==> src/rtl/uart_prog_loader.sv <==
// -----------------------------------------------------------------------------
// uart_prog_loader
//
// UART boot loader that sits in front of instruction fetch. It receives a
// program image over a serial line and writes it word by word into
// instruction memory. While a load is running, busy_o holds the CPU core in
// reset so the core never fetches a half-written program.
//
// Image format: 16-bit little-endian word count N, then 4*N bytes. Each word
// is little-endian and is written to word addresses 0..N-1.
//
// Ports:
//   clk_i        system clock, rising edge
//   rst_i        asynchronous, active-high reset
//   start_i      one-cycle pulse that arms a load (ignored while busy)
//   rx_i         UART receive line, idle high, asynchronous to clk_i
//   busy_o       high from the cycle after start until the load ends
//   done_o       one-cycle pulse on successful completion
//   err_o        sticky error flag, cleared by the next accepted start
//   prog_we_o    instruction-memory write strobe, one cycle per word
//   prog_addr_o  word address of the write
//   prog_data_o  word to write
// -----------------------------------------------------------------------------
module uart_prog_loader #(
   parameter int CLKS_PER_BIT = 868,
   parameter int ADDR_WIDTH   = 14
) (
   input  logic                  clk_i,
   input  logic                  rst_i,
   input  logic                  start_i,
   input  logic                  rx_i,
   output logic                  busy_o,
   output logic                  done_o,
   output logic                  err_o,
   output logic                  prog_we_o,
   output logic [ADDR_WIDTH-1:0] prog_addr_o,
   output logic [31:0]           prog_data_o
);

   localparam int CNT_W = $clog2(CLKS_PER_BIT);
   localparam logic [CNT_W-1:0] BIT_LAST  = CNT_W'(CLKS_PER_BIT - 1);
   localparam logic [CNT_W-1:0] HALF_LAST = CNT_W'(CLKS_PER_BIT / 2 - 1);
   // Largest legal word count; 17 bits so that 2^16 is representable.
   localparam logic [16:0] MAX_WORDS = 17'd1 << ADDR_WIDTH;

   typedef enum logic [1:0] {
      R_IDLE  = 2'd0,
      R_START = 2'd1,
      R_DATA  = 2'd2,
      R_STOP  = 2'd3
   } rx_state_t;

   typedef enum logic [2:0] {
      L_IDLE  = 3'd0,
      L_LEN0  = 3'd1,
      L_LEN1  = 3'd2,
      L_DATA  = 3'd3,
      L_WRITE = 3'd4,
      L_DONE  = 3'd5
   } ld_state_t;

   // Places one received byte into the given byte lane of a word.
   function automatic logic [31:0] insert_lane(input logic [31:0] word,
                                               input logic [1:0]  lane,
                                               input logic [7:0]  data);
      logic [31:0] res;
      res = word;
      case (lane)
         2'd0:    res[7:0]   = data;
         2'd1:    res[15:8]  = data;
         2'd2:    res[23:16] = data;
         2'd3:    res[31:24] = data;
         default: res        = word;
      endcase
      return res;
   endfunction

   // ------------------------------------------------------------------
   // rx conditioning
   // ------------------------------------------------------------------
   logic rx_meta_q;
   logic rx_sync_q;
   logic rx_prev_q;
   logic rx_fall_s;

   // Two-flop synchronizer plus one delayed copy for falling-edge detection.
   always_ff @(posedge clk_i or posedge rst_i) begin
      if (rst_i) begin
         rx_meta_q <= 1'b1;
         rx_sync_q <= 1'b1;
         rx_prev_q <= 1'b1;
      end else begin
         rx_meta_q <= rx_i;
         rx_sync_q <= rx_meta_q;
         rx_prev_q <= rx_sync_q;
      end
   end

   assign rx_fall_s = rx_prev_q & ~rx_sync_q;

   // ------------------------------------------------------------------
   // RX FSM
   // ------------------------------------------------------------------
   rx_state_t        rx_state_q,   rx_state_d;
   logic [CNT_W-1:0] clk_cnt_q,    clk_cnt_d;
   logic [2:0]       bit_cnt_q,    bit_cnt_d;
   logic [7:0]       rx_byte_q,    rx_byte_d;
   logic             byte_valid_q, byte_valid_d;
   logic             frame_err_q,  frame_err_d;

   // RX FSM state and datapath registers.
   always_ff @(posedge clk_i or posedge rst_i) begin
      if (rst_i) begin
         rx_state_q   <= R_IDLE;
         clk_cnt_q    <= {CNT_W{1'b0}};
         bit_cnt_q    <= 3'd0;
         rx_byte_q    <= 8'd0;
         byte_valid_q <= 1'b0;
         frame_err_q  <= 1'b0;
      end else begin
         rx_state_q   <= rx_state_d;
         clk_cnt_q    <= clk_cnt_d;
         bit_cnt_q    <= bit_cnt_d;
         rx_byte_q    <= rx_byte_d;
         byte_valid_q <= byte_valid_d;
         frame_err_q  <= frame_err_d;
      end
   end

   // RX FSM next state: half-bit resample of the start bit, then one sample
   // per bit period so every sample lands near the middle of its bit.
   always_comb begin
      rx_state_d   = rx_state_q;
      clk_cnt_d    = clk_cnt_q;
      bit_cnt_d    = bit_cnt_q;
      rx_byte_d    = rx_byte_q;
      byte_valid_d = 1'b0;
      frame_err_d  = 1'b0;
      case (rx_state_q)
         R_IDLE: begin
            if (rx_fall_s) begin
               rx_state_d = R_START;
               clk_cnt_d  = {CNT_W{1'b0}};
            end else begin
               rx_state_d = R_IDLE;
            end
         end
         R_START: begin
            if (clk_cnt_q == HALF_LAST) begin
               clk_cnt_d = {CNT_W{1'b0}};
               bit_cnt_d = 3'd0;
               if (rx_sync_q) begin
                  // Line went back high: a glitch, not a start bit.
                  rx_state_d = R_IDLE;
               end else begin
                  rx_state_d = R_DATA;
               end
            end else begin
               clk_cnt_d = clk_cnt_q + 1'b1;
            end
         end
         R_DATA: begin
            if (clk_cnt_q == BIT_LAST) begin
               clk_cnt_d = {CNT_W{1'b0}};
               rx_byte_d = {rx_sync_q, rx_byte_q[7:1]};
               if (bit_cnt_q == 3'd7) begin
                  rx_state_d = R_STOP;
               end else begin
                  bit_cnt_d = bit_cnt_q + 3'd1;
               end
            end else begin
               clk_cnt_d = clk_cnt_q + 1'b1;
            end
         end
         R_STOP: begin
            if (clk_cnt_q == BIT_LAST) begin
               clk_cnt_d  = {CNT_W{1'b0}};
               rx_state_d = R_IDLE;
               if (rx_sync_q) begin
                  byte_valid_d = 1'b1;
               end else begin
                  frame_err_d = 1'b1;
               end
            end else begin
               clk_cnt_d = clk_cnt_q + 1'b1;
            end
         end
         default: begin
            rx_state_d = R_IDLE;
            clk_cnt_d  = {CNT_W{1'b0}};
         end
      endcase
   end

   // ------------------------------------------------------------------
   // Loader FSM
   // ------------------------------------------------------------------
   ld_state_t             ld_state_q,  ld_state_d;
   logic [15:0]           n_q,         n_d;
   logic [15:0]           word_idx_q,  word_idx_d;
   logic [1:0]            byte_idx_q,  byte_idx_d;
   logic [31:0]           word_buf_q,  word_buf_d;
   logic                  busy_q,      busy_d;
   logic                  done_q,      done_d;
   logic                  err_q,       err_d;
   logic                  prog_we_q,   prog_we_d;
   logic [ADDR_WIDTH-1:0] prog_addr_q, prog_addr_d;
   logic [31:0]           prog_data_q, prog_data_d;
   logic [16:0]           n_full_s;

   // Loader FSM state, counters and registered outputs.
   always_ff @(posedge clk_i or posedge rst_i) begin
      if (rst_i) begin
         ld_state_q  <= L_IDLE;
         n_q         <= 16'd0;
         word_idx_q  <= 16'd0;
         byte_idx_q  <= 2'd0;
         word_buf_q  <= 32'd0;
         busy_q      <= 1'b0;
         done_q      <= 1'b0;
         err_q       <= 1'b0;
         prog_we_q   <= 1'b0;
         prog_addr_q <= {ADDR_WIDTH{1'b0}};
         prog_data_q <= 32'd0;
      end else begin
         ld_state_q  <= ld_state_d;
         n_q         <= n_d;
         word_idx_q  <= word_idx_d;
         byte_idx_q  <= byte_idx_d;
         word_buf_q  <= word_buf_d;
         busy_q      <= busy_d;
         done_q      <= done_d;
         err_q       <= err_d;
         prog_we_q   <= prog_we_d;
         prog_addr_q <= prog_addr_d;
         prog_data_q <= prog_data_d;
      end
   end

   // Loader FSM next state. Outputs are derived from the next state so that
   // they are registered yet line up with the state they describe.
   always_comb begin
      ld_state_d  = ld_state_q;
      n_d         = n_q;
      word_idx_d  = word_idx_q;
      byte_idx_d  = byte_idx_q;
      word_buf_d  = word_buf_q;
      err_d       = err_q;
      prog_we_d   = 1'b0;
      prog_addr_d = prog_addr_q;
      prog_data_d = prog_data_q;
      // Full word count as it would be once the high byte is accepted.
      n_full_s    = {1'b0, rx_byte_q, n_q[7:0]};
      case (ld_state_q)
         L_IDLE: begin
            if (start_i) begin
               // start wins over a coincident byte, which is dropped.
               ld_state_d = L_LEN0;
               err_d      = 1'b0;
               word_idx_d = 16'd0;
               byte_idx_d = 2'd0;
            end else if (frame_err_q) begin
               err_d = 1'b1;
            end else begin
               ld_state_d = L_IDLE;
            end
         end
         L_LEN0: begin
            if (frame_err_q) begin
               err_d      = 1'b1;
               ld_state_d = L_IDLE;
            end else if (byte_valid_q) begin
               n_d[7:0]   = rx_byte_q;
               ld_state_d = L_LEN1;
            end else begin
               ld_state_d = L_LEN0;
            end
         end
         L_LEN1: begin
            if (frame_err_q) begin
               err_d      = 1'b1;
               ld_state_d = L_IDLE;
            end else if (byte_valid_q) begin
               n_d = n_full_s[15:0];
               if (n_full_s == 17'd0) begin
                  ld_state_d = L_DONE;
               end else if (n_full_s > MAX_WORDS) begin
                  err_d      = 1'b1;
                  ld_state_d = L_IDLE;
               end else begin
                  ld_state_d = L_DATA;
               end
            end else begin
               ld_state_d = L_LEN1;
            end
         end
         L_DATA: begin
            if (frame_err_q) begin
               err_d      = 1'b1;
               ld_state_d = L_IDLE;
            end else if (byte_valid_q) begin
               word_buf_d = insert_lane(word_buf_q, byte_idx_q, rx_byte_q);
               byte_idx_d = byte_idx_q + 2'd1;
               if (byte_idx_q == 2'd3) begin
                  // Word complete: the write strobe appears next cycle.
                  ld_state_d  = L_WRITE;
                  prog_we_d   = 1'b1;
                  prog_addr_d = word_idx_q[ADDR_WIDTH-1:0];
                  prog_data_d = word_buf_d;
               end else begin
                  ld_state_d = L_DATA;
               end
            end else begin
               ld_state_d = L_DATA;
            end
         end
         L_WRITE: begin
            word_idx_d = word_idx_q + 16'd1;
            if (frame_err_q) begin
               err_d      = 1'b1;
               ld_state_d = L_IDLE;
            end else if (word_idx_d == n_q) begin
               ld_state_d = L_DONE;
            end else begin
               ld_state_d = L_DATA;
            end
         end
         L_DONE: begin
            ld_state_d = L_IDLE;
            if (frame_err_q) begin
               err_d = 1'b1;
            end else begin
               err_d = err_q;
            end
         end
         default: begin
            ld_state_d = L_IDLE;
         end
      endcase
      busy_d = (ld_state_d != L_IDLE);
      done_d = (ld_state_d == L_DONE);
   end

   assign busy_o      = busy_q;
   assign done_o      = done_q;
   assign err_o       = err_q;
   assign prog_we_o   = prog_we_q;
   assign prog_addr_o = prog_addr_q;
   assign prog_data_o = prog_data_q;

endmodule

==> config.mk <==
export PLATFORM = sky130hd
export DESIGN_NAME = uart_prog_loader
export DESIGN_NICKNAME = d
export VERILOG_FILES = /design/src/rtl/uart_prog_loader.sv
export SDC_FILE = /design/constraint.sdc
export NUM_CORES = 1
export LEC_CHECK = 0
export BUFFER_PORTS_ARGS = -buffer_cell sky130_fd_sc_hd__clkbuf_2
export CAP_MARGIN = 15
export CORE_MARGIN = 4
export CORE_UTILIZATION = 52
export DETAILED_ROUTE_END_ITERATION = 10
export PLACE_DENSITY_LB_ADDON = 0.1
export SLEW_MARGIN = 0
export SYNTH_ARGS = -nofsm -noshare
export SYNTH_HDL_FRONTEND = slang
export SYNTH_SLANG_ARGS = --single-unit
==> constraint.sdc <==
create_clock -name clk_i -period 10.8 [get_ports clk_i]
set_clock_uncertainty 0.2 [all_clocks]
set_input_delay 0.54 -clock clk_i [delete_from_list [all_inputs] [get_ports clk_i]]
set_output_delay 0.54 -clock clk_i [all_outputs]
set_load 0.02 [all_outputs]
==> flow_summary.rst, run 1 <==
.. list-table::
   :header-rows: 1

   * - Metric
     - Value
   * - Setup bufs post-CTS
     - 0
   * - Cell count of the worst reg-to-reg path
     - 6
   * - Switching power
     - about 0.27 mW
   * - Final Max Tran Viols
     - 0
   * - Unrepaired setup endpoints after global routing
     - false
   * - Nets in the synthesized netlist
     - 649
   * - Number of detailed-routing iterations run before antenna repair
     - 4
   * - Cell-by-cell trace of the critical path
     - nor2b_1 > nand3_2 > buf_4 > inv_1 > nor2_1 > or4b_2
   * - Sequential-to-total area share from yosys stat
     - 0.533
   * - Ratio of total power to cell area
     - between 150 and 200 nW/um^2
   * - Combinational Power Share
     - 0.053
   * - Clk_lat worst skew
     - approximately 0.42 ns
   * - Number of fill cells
     - slightly above 1000
   * - Critical Path Max Stage Delay
     - about 0.60 ns
   * - Final Routed Wirelength
     - between 10 and 15 mm
   * - Critical path peak fanout
     - 74
   * - Cell types with the highest counts after synthesis
     - 136 x dfrtp_1, 127 x nand2_1, 67 x o21ai_0, 50 x mux2_2, 33 x nor2_1
   * - Buffers from clock root to sink, at most
     - 2
   * - Util after Layout
     - 0.617
   * - Leakage power
     - 3.61 nW
   * - Placement Rows
     - 40
   * - Crit path launch
     - ld_state_q[2]$_DFF_PP0_
   * - Non-filler cells, final
     - between 800 and 900
   * - Wire length of the first global-routing pass
     - about 24 mm
   * - Mapped Area
     - around 6500 um^2
   * - Final setup fails
     - 0
   * - Number of antenna violations at the first check in global routing
     - 0
   * - Most common flop cell mapped by yosys
     - dfrtp_1
   * - Clock share of power
     - 0.496
   * - Drt initial violations
     - 400
   * - Count of port buffers added during placement
     - 53
   * - Final Hold Violating Endpoints
     - 0
   * - Run status
     - finished clean
   * - R2r startpoint
     - ld_state_q[2]$_DFF_PP0_
   * - Endpoint of the worst-slack reg-to-reg timing path
     - busy_o$_DFF_PP0_
   * - Crit Path Category
     - register to register
   * - Total gr overflow
     - 0
   * - Number of global-route vias before repair
     - 4613
   * - Type of origin of the critical path
     - register
   * - Design Area, Final
     - ~7500 um^2
   * - Total DRC errors in the routed layout
     - 0
   * - Area contributors post-synth
     - dfrtp_1 52%, mux2_2 8.6%, nand2_1 7.3%, o21ai_0 5.1%, mux2i_1 4.0%
   * - Kind of path behind the tightest hold check
     - input port to async pin
   * - Library cell with the largest summed area after synthesis
     - dfrtp_1
   * - F_max
     - between 300 and 400 MHz
   * - Top-Level Pins
     - 54
   * - Cell count after placement
     - just over 800
   * - Cell at the slowest stage of the critical path
     - or4b_2
   * - Crit-path leading delay family
     - simple AND/OR/NAND/NOR gates
   * - Layout cell share with drive strength beyond 1
     - 0.220
   * - Post-route ant nets
     - 0
   * - All-layer global routing usage
     - 0.209
   * - Max-slew headroom at the worst pin
     - 0.294
   * - EDFF count, synth
     - 0
   * - Buffers and inverters on the worst path
     - 2
   * - H-tree levels
     - 4
   * - Reg clk slew, reported paths
     - roughly 0.06 ns
   * - Worst-case setup slack after placement
     - just under 8 ns
   * - Clock sink total
     - 139
   * - Critical path depth in cells
     - 6
   * - Tightest hold margin
     - 0.0128 ns
   * - Flop pwr share
     - 0.450
   * - Max-capacitance violation count
     - 0
   * - Setup WS post-layout
     - 7.73 ns
   * - Nets
     - 687
   * - TritonCTS clock tree
     - yes
   * - Hold buffer count at CTS
     - 1
   * - Register cell area after layout
     - about 3500 um^2
   * - Area after DPL
     - between 6000 and 7000 um^2
   * - Die Wd
     - around 120 um
   * - Post-synth ARST share
     - 1.00
   * - Number of vias per cell
     - roughly 5.5
   * - Gate Count Post-Synth
     - 636
   * - Final setup TNS
     - 0 ns
   * - Total power
     - 1.21 mW
   * - Worst endpoint required time
     - around 11 ns
   * - Worst setup EP type
     - register
   * - Multi-input combinational cell area
     - ~2900 um^2
   * - Cell at the root of the clock tree
     - clkbuf_16
   * - Largest net degree at the start of global routing
     - 75
   * - Antenna diodes
     - 0
   * - Time the final worst path needs with I/O delays and setup
     - 3.07 ns
   * - Worst vdd rail ir drop
     - 113 uV
   * - Fraction of the cycle the final worst path needs
     - 0.285
   * - Core ar.
     - ~12000 um^2
   * - CP arrival
     - between 3 and 4 ns
   * - Worst Max-Slew Pin Slew
     - around 1.1 ns
   * - Die Ht
     - ~120 um
   * - Overall die area
     - between 10000 and 15000 um^2
   * - Total CTS buffers
     - 17
   * - Number of warnings printed during yosys synthesis
     - 0
   * - Internal Dissipation
     - just over 0.9 mW
   * - Total half-perimeter wirelength after legalization and detailed placement
     - between 9 and 10 mm
   * - Setup slack of the most critical reg-to-reg path
     - between 7 and 8 ns
   * - Netlist cell types
     - 52
   * - Global placement routability congestion
     - roughly 0.88
   * - Post-CTS Resized
     - 0
   * - Initial core utilization
     - 0.537
   * - Vias
     - 4687
   * - Post-synthesis to final-layout area growth
     - 15.0%
   * - Worst setup path end
     - busy_o$_DFF_PP0_
   * - Wire length per cell
     - 16.6 um
   * - Syn_area_per_cell
     - just over 10 um^2
   * - Switching fraction of total power
     - 0.225
   * - Fraction of post-synthesis cell area in the top cell type by area
     - 0.521
   * - Most numerous cell in the Yosys netlist
     - dfrtp_1
   * - Post-synthesis register bit count
     - between 100 and 150
cell families (layout without fill, tap and decap cells):
| logic type | after synthesis | in the layout | share of synthesized area |
|---|---|---|---|
| mux | 76 | 76 | 0.126 |
| flops | 139 | 139 | 0.533 |
| xor+xnor | 24 | 24 | 0.0322 |
| fa+ha+maj | 9 | 9 | 0.0172 |
| compound gates | 105 | 105 | 0.0947 |
| buf+inv | 47 | 98 | 0.0287 |
| simple gates | 236 | 236 | 0.168 |
per-layer routing:
layer  vias up  wire length (um)  track usage
met3        10               516       0.0471
met4         0               182       0.0795
met2        95              6800        0.323
li1       2283                 -            -
met5         -                 0            0
met1      2299              6660        0.290
area by class of cell:
| type | count | area share |
|---|---|---|
| flip-flops and latches | 139 | 0.464 |
| clock buffers | 22 | 0.0632 |
| well taps | 168 | 0.0280 |
| inverters | 9 | 0.00517 |
| multi-input cells | 450 | 0.382 |
| repair buffers | 57 | 0.0397 |
| clock inverters | 10 | 0.0185 |
state kept, by name, indices dropped and copies added, names as in the netlist, 2 cells and up, named ones only:
signal / cells
prog_data_o: 32
word_idx_q: 16
prog_addr_o: 14
ld_state_q: 3
word_buf_q: 24
n_q: 16
byte_idx_q: 2
rx_byte_q: 8
clk_cnt_q: 10
bit_cnt_q: 3
worst min-delay path by stage:
stage / endpoint / startpoint / cells past startpoint / slack [ns]
global route: bit_cnt_q[1]$_DFFE_PP0P_ / rst_i / 2 / 0.07
finish: bit_cnt_q[0]$_DFFE_PP0P_ / rst_i / 2 / 0.01
global placement: rx_sync_q$_DFF_PP1_ / rx_meta_q$_DFF_PP1_ / 0 / 0.15
CTS: bit_cnt_q[0]$_DFFE_PP0P_ / rst_i / 2 / 0.03
detailed placement: rx_sync_q$_DFF_PP1_ / rx_meta_q$_DFF_PP1_ / 0 / 0.15
floorplan: rx_sync_q$_DFF_PP1_ / rx_meta_q$_DFF_PP1_ / 0 / 0.15
cell usage in the layout (no fill, tap or decap), types with 3 or more instances in the layout:
cell / n
nor3b_1: 3
dfstp_2: 3
o21ai_0: 66
nand4_1: 8
clkbuf_8: 3
clkbuf_16: 17
inv_1: 8
and2_1: 4
xor2_1: 8
dfrtp_1: 136
ha_1: 9
o21a_1: 3
mux2_2: 50
bufinv_16: 3
o31ai_1: 5
nor2_1: 33
a21oi_1: 5
mux2i_1: 26
clkinv_2: 3
nand2b_1: 10
a31oi_1: 8
xnor2_1: 16
nor4_1: 5
nand2_1: 127
nand3_1: 17
nor3_1: 4
clkbuf_2: 53
buf_4: 3
and3_1: 5
nor2b_1: 5
power by group through the flow:
stage,Sequential [mW],Clock (mW),Combinational (mW)
CTS,0.544,0.610,0.0655
detailed placement,0.553,0,0.0650
global route,0.545,0.635,0.0736
floorplan,0.545,0,0.0570
finish,0.544,0.599,0.0645
global placement,0.552,0,0.0609
Note: power is estimated with default switching activity, not from simulation.
==> run 2, diff against run 1 <==
Settings changed: ABC_AREA set to 1.
Clock period 10.8 ns to 2.6 ns, I/O delays scaled along.
==> run 2 against run 1 <==
- combinational power grew to 5.4 times the previous value
- flip-flop and latch count stayed put
- via count is 21% higher
- die area is 1.4% higher
- synthesized cell count is 32% higher
- area after synthesis is 1.6% higher
- sequential share of layout area is 1.4 points lower
==> flow_summary.rst, run 2 <==
.. list-table::
   :header-rows: 1

   * - Metric
     - Value
   * - Count of port buffers added during placement
     - 53
   * - Max-slew headroom at the worst pin
     - 0.326
   * - Critical path peak fanout
     - 6
   * - Total CTS buffers
     - 17
   * - Multi-input combinational cell area
     - 2640 um^2
   * - Post-synth ARST share
     - 1.00
   * - Register cell area after layout
     - between 3000 and 4000 um^2
   * - Final setup fails
     - 0
   * - Layout cell share with drive strength beyond 1
     - 0.139
   * - Initial core utilization
     - 0.541
   * - Leakage power
     - ~4 nW
   * - Fraction of post-synthesis cell area in the top cell type by area
     - 0.513
   * - Netlist cell types
     - 33
   * - All-layer global routing usage
     - 0.223
   * - Max-capacitance violation count
     - 0
   * - Total power
     - approximately 5 mW
   * - Placement Rows
     - 40
   * - Vias
     - approximately 5700
   * - Post-route ant nets
     - 0
   * - Area after DPL
     - about 7100 um^2
   * - Worst vdd rail ir drop
     - around 400 uV
   * - Worst endpoint required time
     - between 2 and 3 ns
   * - Kind of path behind the tightest hold check
     - input port to async pin
   * - Sequential-to-total area share from yosys stat
     - 0.525
   * - Post-synthesis to final-layout area growth
     - 16.8%
   * - Commonest cells after routing, fill and taps aside
     - 272 x nand2_1, 135 x dfrtp_1, 99 x o21ai_0, 99 x inv_1, 55 x nor2_1
   * - Fraction of met3 tracks used by global routing
     - 0.0485
   * - Met1 Resource Use GR
     - 0.287
   * - Highest-utilization routing layer at the global route stage
     - met2
   * - Total DRC errors in the routed layout
     - 0
   * - Nets in the synthesized netlist
     - between 800 and 900
   * - Ratio of total power to cell area
     - 652 nW/um^2
   * - Core ar.
     - 12300 um^2
   * - Cell types with the highest counts after synthesis
     - 272 x nand2_1, 136 x dfrtp_1, 100 x inv_1, 99 x o21ai_0, 55 x nor2_1
   * - Wire length per cell
     - around 14 um
   * - Type of origin of the critical path
     - register
   * - Antenna diodes
     - 0
   * - Worst Max-Slew Pin Slew
     - about 1.0 ns
   * - Cell count after placement
     - between 1000 and 1500
   * - Area contributors post-synth
     - dfrtp_1 51%, nand2_1 15%, o21ai_0 7.5%, inv_1 5.7%, nand3_1 3.3%
   * - Buffers from clock root to sink, at most
     - 2
   * - Die Ht
     - 121 um
   * - Library cell with the largest summed area after synthesis
     - dfrtp_1
   * - Nets
     - 910
   * - Clk_lat worst skew
     - roughly 0.42 ns
   * - Most common flop cell mapped by yosys
     - dfrtp_1
   * - Final setup TNS
     - 0 ns
   * - Met2 routing resource usage after global routing
     - 0.373
   * - Number of global-route vias before repair
     - roughly 5600
   * - H-tree levels
     - 4
   * - Fraction of the cycle the final worst path needs
     - 0.900
   * - Design Area, Final
     - between 7000 and 8000 um^2
   * - Final Routed Wirelength
     - between 15 and 20 mm
   * - Run status
     - finished clean
   * - Non-filler cells, final
     - between 1000 and 1500
   * - Reg clk slew, reported paths
     - roughly 0.060 ns
   * - Top-Level Pins
     - between 50 and 60
   * - Setup bufs post-CTS
     - 0
   * - Time the final worst path needs with I/O delays and setup
     - 2.34 ns
   * - Largest net degree at the start of global routing
     - between 60 and 70
   * - Total half-perimeter wirelength after legalization and detailed placement
     - around 11 mm
   * - Clock sink total
     - 139
   * - Post-synthesis register bit count
     - between 100 and 150
   * - Number of vias per cell
     - 5.25
   * - Drt initial violations
     - 615
   * - Syn_area_per_cell
     - between 7 and 8 um^2
   * - Gate Count Post-Synth
     - ~840
   * - CP arrival
     - roughly 2.4 ns
   * - Number of warnings printed during yosys synthesis
     - 0
   * - Final Max Tran Viols
     - 0
   * - Number of fill cells
     - 1104
   * - Number of detailed-routing iterations run before antenna repair
     - 6
   * - Overall die area
     - between 10000 and 15000 um^2
   * - Global placement routability congestion
     - 0.871
   * - Max reg flops
     - 32
   * - Most common library cell in the layout ignoring fill and taps
     - nand2_1
   * - TritonCTS clock tree
     - yes
   * - Final Hold Violating Endpoints
     - 0
   * - Unrepaired setup endpoints after global routing
     - false
   * - Crit Path Category
     - register to register
   * - Cell at the root of the clock tree
     - clkbuf_16
   * - Mapped Area
     - between 6000 and 7000 um^2
   * - Number of antenna violations at the first check in global routing
     - 0
   * - Wire length of the first global-routing pass
     - between 20 and 30 mm
   * - Total gr overflow
     - 0
   * - Worst setup EP type
     - register
   * - Most numerous cell in the Yosys netlist
     - nand2_1
   * - Die Wd
     - about 120 um
   * - F_max
     - around 430 MHz
   * - EDFF count, synth
     - 0
[run 2: changes by cell type after synthesis, moves of 22 or more]
cell     change
nand2_1    +145
nor2_1      +22
mux2_2      -50
inv_1       +91
nand3_1     +26
mux2i_1     -26
o21ai_0     +32
[run 2: metal layers]
| metal | vias to the layer above | part of all wire |
|---|---|---|
| li1 | 2790 | - |
| met1 | 2695 | 0.45 |
| met2 | 145 | 0.49 |
| met3 | 23 | 0.047 |
| met4 | 0 | 0.015 |
| met5 | - | 0 |
[run 2: power by group]
group          internal [mW]  switching, mW  leakage [nW]  total (mW)
logic                 0.0967          0.253          1.92       0.350
clock network           1.55          0.891         0.293        2.45
registers               2.21         0.0406          1.82        2.25
[run 2: layout make-up]
class / instances / area share
inverter: 109 / 0.0533
timing repair buffer: 66 / 0.0510
clock buffer: 21 / 0.0594
multi-input combinational: 564 / 0.341
clock inverter: 10 / 0.0184
tap: 168 / 0.0271
sequential: 139 / 0.450
[run 2: final timing paths]
path                                                 from                          end  slack, ns  cells past startpoint
worst min register to register        rx_meta_q$_DFF_PP1_          rx_sync_q$_DFF_PP1_       0.16                      0
min in group clk_i                                   rx_i          rx_meta_q$_DFF_PP1_       0.15                      2
max in group asynchronous                           rst_i  prog_data_o[12]$_DFFE_PP0P_       1.40                      4
worst min-delay path                                rst_i     clk_cnt_q[4]$_DFFE_PP0P_       0.07                      3
worst max register to register  word_idx_q[0]$_DFFE_PP0P_             busy_o$_DFF_PP0_       0.26                     14
worst max-delay path            word_idx_q[0]$_DFFE_PP0P_             busy_o$_DFF_PP0_       0.26                     14
[run 2: kinds of logic after synthesis]
logic type                 Yosys count  share of synthesized area
and+or+nand+nor                    412                      0.265
AOI/OAI and AO/OA                  140                      0.111
DFF                                139                      0.525
buffers and inverters              135                     0.0774
adders and majority gates            9                     0.0170
xor gates and xnor gates             2                    0.00472
[run 2: metrics by stage]
stage,hold slack (ns),setup slack (ns),util
CTS,0.0796,0.227,0.631
global placement,-0.0268,0.343,0.579
global route,0.111,0.00389,0.632
detailed placement,-0.0266,0.277,0.579
finish,0.0733,0.261,0.632
floorplan,-0.0655,0.537,-
[run 2: critical path: stages, from the launching register on]
cell	delay [ns]
dfrtp_2	0.41
ha_1	0.22
nand2_2	0.14
nor2_4	0.21
nand2_1	0.10
nand3_1	0.08
nand2_1	0.06
clkinv_1	0.04
nand2_1	0.04
nor2_1	0.11
nand3_1	0.09
nor2_2	0.16
nand2_1	0.09
a21oi_1	0.18
nand3_1	0.09
[run 2: what timing repair did]
action / in CTS / in global routing
resized for setup: 0 / 1
hold buffers: 3 / 0
setup endpoints to repair: 0 / 2
endpoints found under the hold margin: 143 / 0
==> run 3, diff against run 2 <==
Clock period 2.6 ns to 2.3 ns, I/O delays scaled along.
==> run 3 against run 2 <==
- hold slack improved by 0.058 ns
- global-route usage is 0.23 points higher
- first-iteration DRC count decreased by 42%
- clock-buffer cell count is 3 higher
- total power rose by 8.4%
- routed wire length increased by 2.0%
- sequential share of layout area shrank 0.47 points
- die area unchanged
- critical path depth is the same
- clock power rose by 2%
- critical path type unchanged
==> flow_summary.rst, run 3 (synthesis gave the netlist of run 2 again) <==
.. list-table::
   :header-rows: 1

   * - Metric
     - Value
   * - Run status
     - finished clean
   * - H-tree levels
     - 4
   * - Final Routed Wirelength
     - 15.6 mm
   * - Crit Path Category
     - register to register
   * - Number of global-route vias before repair
     - around 5400
   * - Unrepaired setup endpoints after global routing
     - true
   * - Drt initial violations
     - between 300 and 400
   * - Vias
     - roughly 5700
   * - R2r startpoint
     - word_idx_q[1]$_DFFE_PP0P_
   * - Die Wd
     - 121 um
   * - Area after DPL
     - between 7000 and 8000 um^2
   * - Wire length of the first global-routing pass
     - about 26 mm
   * - Total DRC errors in the routed layout
     - 0
   * - Worst setup EP type
     - register
   * - Nets
     - approximately 920
   * - Number of vias per cell
     - between 5 and 6
   * - Worst endpoint required time
     - 2.40 ns
   * - Layout cell share with drive strength beyond 1
     - 0.155
   * - CP arrival
     - approximately 2.3 ns
   * - Final setup fails
     - 0
   * - Largest net degree at the start of global routing
     - 71
   * - Crit path launch
     - word_idx_q[1]$_DFFE_PP0P_
   * - Number of detailed-routing iterations run before antenna repair
     - 5
   * - Top-Level Pins
     - 54
   * - Total half-perimeter wirelength after legalization and detailed placement
     - 10.6 mm
   * - Final setup TNS
     - 0 ns
   * - Clk_lat worst skew
     - roughly 0.42 ns
   * - Time the final worst path needs with I/O delays and setup
     - between 2 and 2.5 ns
   * - Final Hold Violating Endpoints
     - 0
   * - Total gr overflow
     - 0
   * - Clock sink total
     - roughly 140
   * - Core ar.
     - 12300 um^2
   * - Initial core utilization
     - 0.541
   * - Number of cells traversed by the worst hold path
     - 2
   * - Commonest cells after routing, fill and taps aside
     - 270 x nand2_1, 135 x dfrtp_1, 99 x inv_1
   * - Post-route ant nets
     - 0
   * - Total CTS buffers
     - 17
   * - Setup slack of the most critical reg-to-reg path
     - 0.14 ns
   * - Final Max Tran Viols
     - 0
   * - Overall die area
     - 14600 um^2
   * - Buffers from clock root to sink, at most
     - 2
   * - Most common library cell in the layout ignoring fill and taps
     - nand2_1
   * - Cell at the root of the clock tree
     - clkbuf_16
   * - TritonCTS clock tree
     - yes
   * - Leakage power
     - ~4.1 nW
   * - Count of port buffers added during placement
     - between 50 and 60
   * - All-layer global routing usage
     - 0.225
   * - Fraction of the cycle the final worst path needs
     - 0.939
   * - Max-capacitance violation count
     - 0
   * - Max-slew headroom at the worst pin
     - 0.631
   * - Reg clk slew, reported paths
     - approximately 0.060 ns
   * - Post-synthesis to final-layout area growth
     - 18.1%
   * - Worst vdd rail ir drop
     - roughly 700 uV
   * - Endpoint of the worst-slack reg-to-reg timing path
     - busy_o$_DFF_PP0_
   * - Cell count of the worst reg-to-reg path
     - 14
   * - Wire length per cell
     - roughly 14 um
   * - Kind of path behind the tightest hold check
     - input port to register
   * - Max reg flops
     - 32
   * - Ratio of total power to cell area
     - around 700 nW/um^2
   * - Design Area, Final
     - 7830 um^2
   * - Worst Max-Slew Pin Slew
     - between 0.5 and 0.6 ns
   * - Worst setup path end
     - busy_o$_DFF_PP0_
   * - Util after Layout
     - 0.638
   * - Placement Rows
     - 40
   * - Antenna diodes
     - 0
   * - F_max
     - about 460 MHz
   * - Die Ht
     - 121 um
   * - Critical path peak fanout
     - 5
   * - Type of origin of the critical path
     - register
   * - Total power
     - ~5.5 mW
   * - Global placement routability congestion
     - between 0.8 and 0.9
   * - Number of antenna violations at the first check in global routing
     - 0
==> run 3: worst min path at each step <==
stage          startpoint  slack [ns]                       end
6_report             rx_i        0.13       rx_meta_q$_DFF_PP1_
5_1_grt              rx_i        0.14       rx_meta_q$_DFF_PP1_
3_3_place_gp        rst_i       -0.13  clk_cnt_q[2]$_DFFE_PP0P_
4_1_cts              rx_i        0.12       rx_meta_q$_DFF_PP1_
3_5_place_dp        rst_i       -0.13  clk_cnt_q[3]$_DFFE_PP0P_
2_1_floorplan        rx_i       -0.08       rx_meta_q$_DFF_PP1_
==> run 3: worst max-delay path: stages (launching register included) <==
cell and delay, ns:
dfrtp_1 0.41, ha_4 0.18, nand2_4 0.08, nor2_4 0.20, nand3_2 0.10, nand2_2 0.07, nand2_1 0.07, nand2_1 0.06
nand2_1 0.05, nor2_1 0.09, nand2_1 0.11, nor2_4 0.15, nand2_2 0.07, a21oi_2 0.13, nand3_1 0.07
==> run 3: per-stage QoR <==
stage / cells / hold slack [ns] / setup WS, ns
after floorplan: 837 / -0.0805 / 0.252
after detailed placement: 1049 / -0.129 / 0.0771
final: 1091 / 0.132 / 0.140
after CTS: 1085 / 0.122 / 0.0492
after global placement: 1049 / -0.131 / 0.153
after global routing: 1091 / 0.140 / -0.0182
==> run 3: power breakdown <==
group | internal [mW] | switching [mW] | total [mW] | leakage [nW]
registers | 2.50 | 0.0441 | 2.55 | 1.82
clock network | 1.50 | 0.996 | 2.50 | 0.258
logic | 0.135 | 0.293 | 0.428 | 2.00
==> run 3: layout make-up <==
type	instances	area, um^2
clock inverters	8	70.1
flip-flops and latches	139	3480
well taps	168	210
fillers	1075	4430
clock buffers	24	462
multi-input cells	564	2700
inverters	109	413
repair buffers	79	495
==> run 3: repair_timing <==
action / in CTS / in global routing
buffers inserted: 0 / 5
hold endpoints to repair: 140 / 0
gates resized for setup: 0 / 14
setup endpoints to repair: 0 / 4
hold buffers: 4 / 0
==> run 3: layer usage <==
layer	up-vias	global-route usage	routed length (um)	share of wire
li1	2827	-	-	-
met1	2711	0.302	7180	0.46
met3	29	0.0503	641	0.041
met4	0	0.0786	275	0.018
met2	115	0.361	7530	0.48
met5	-	0	0	0
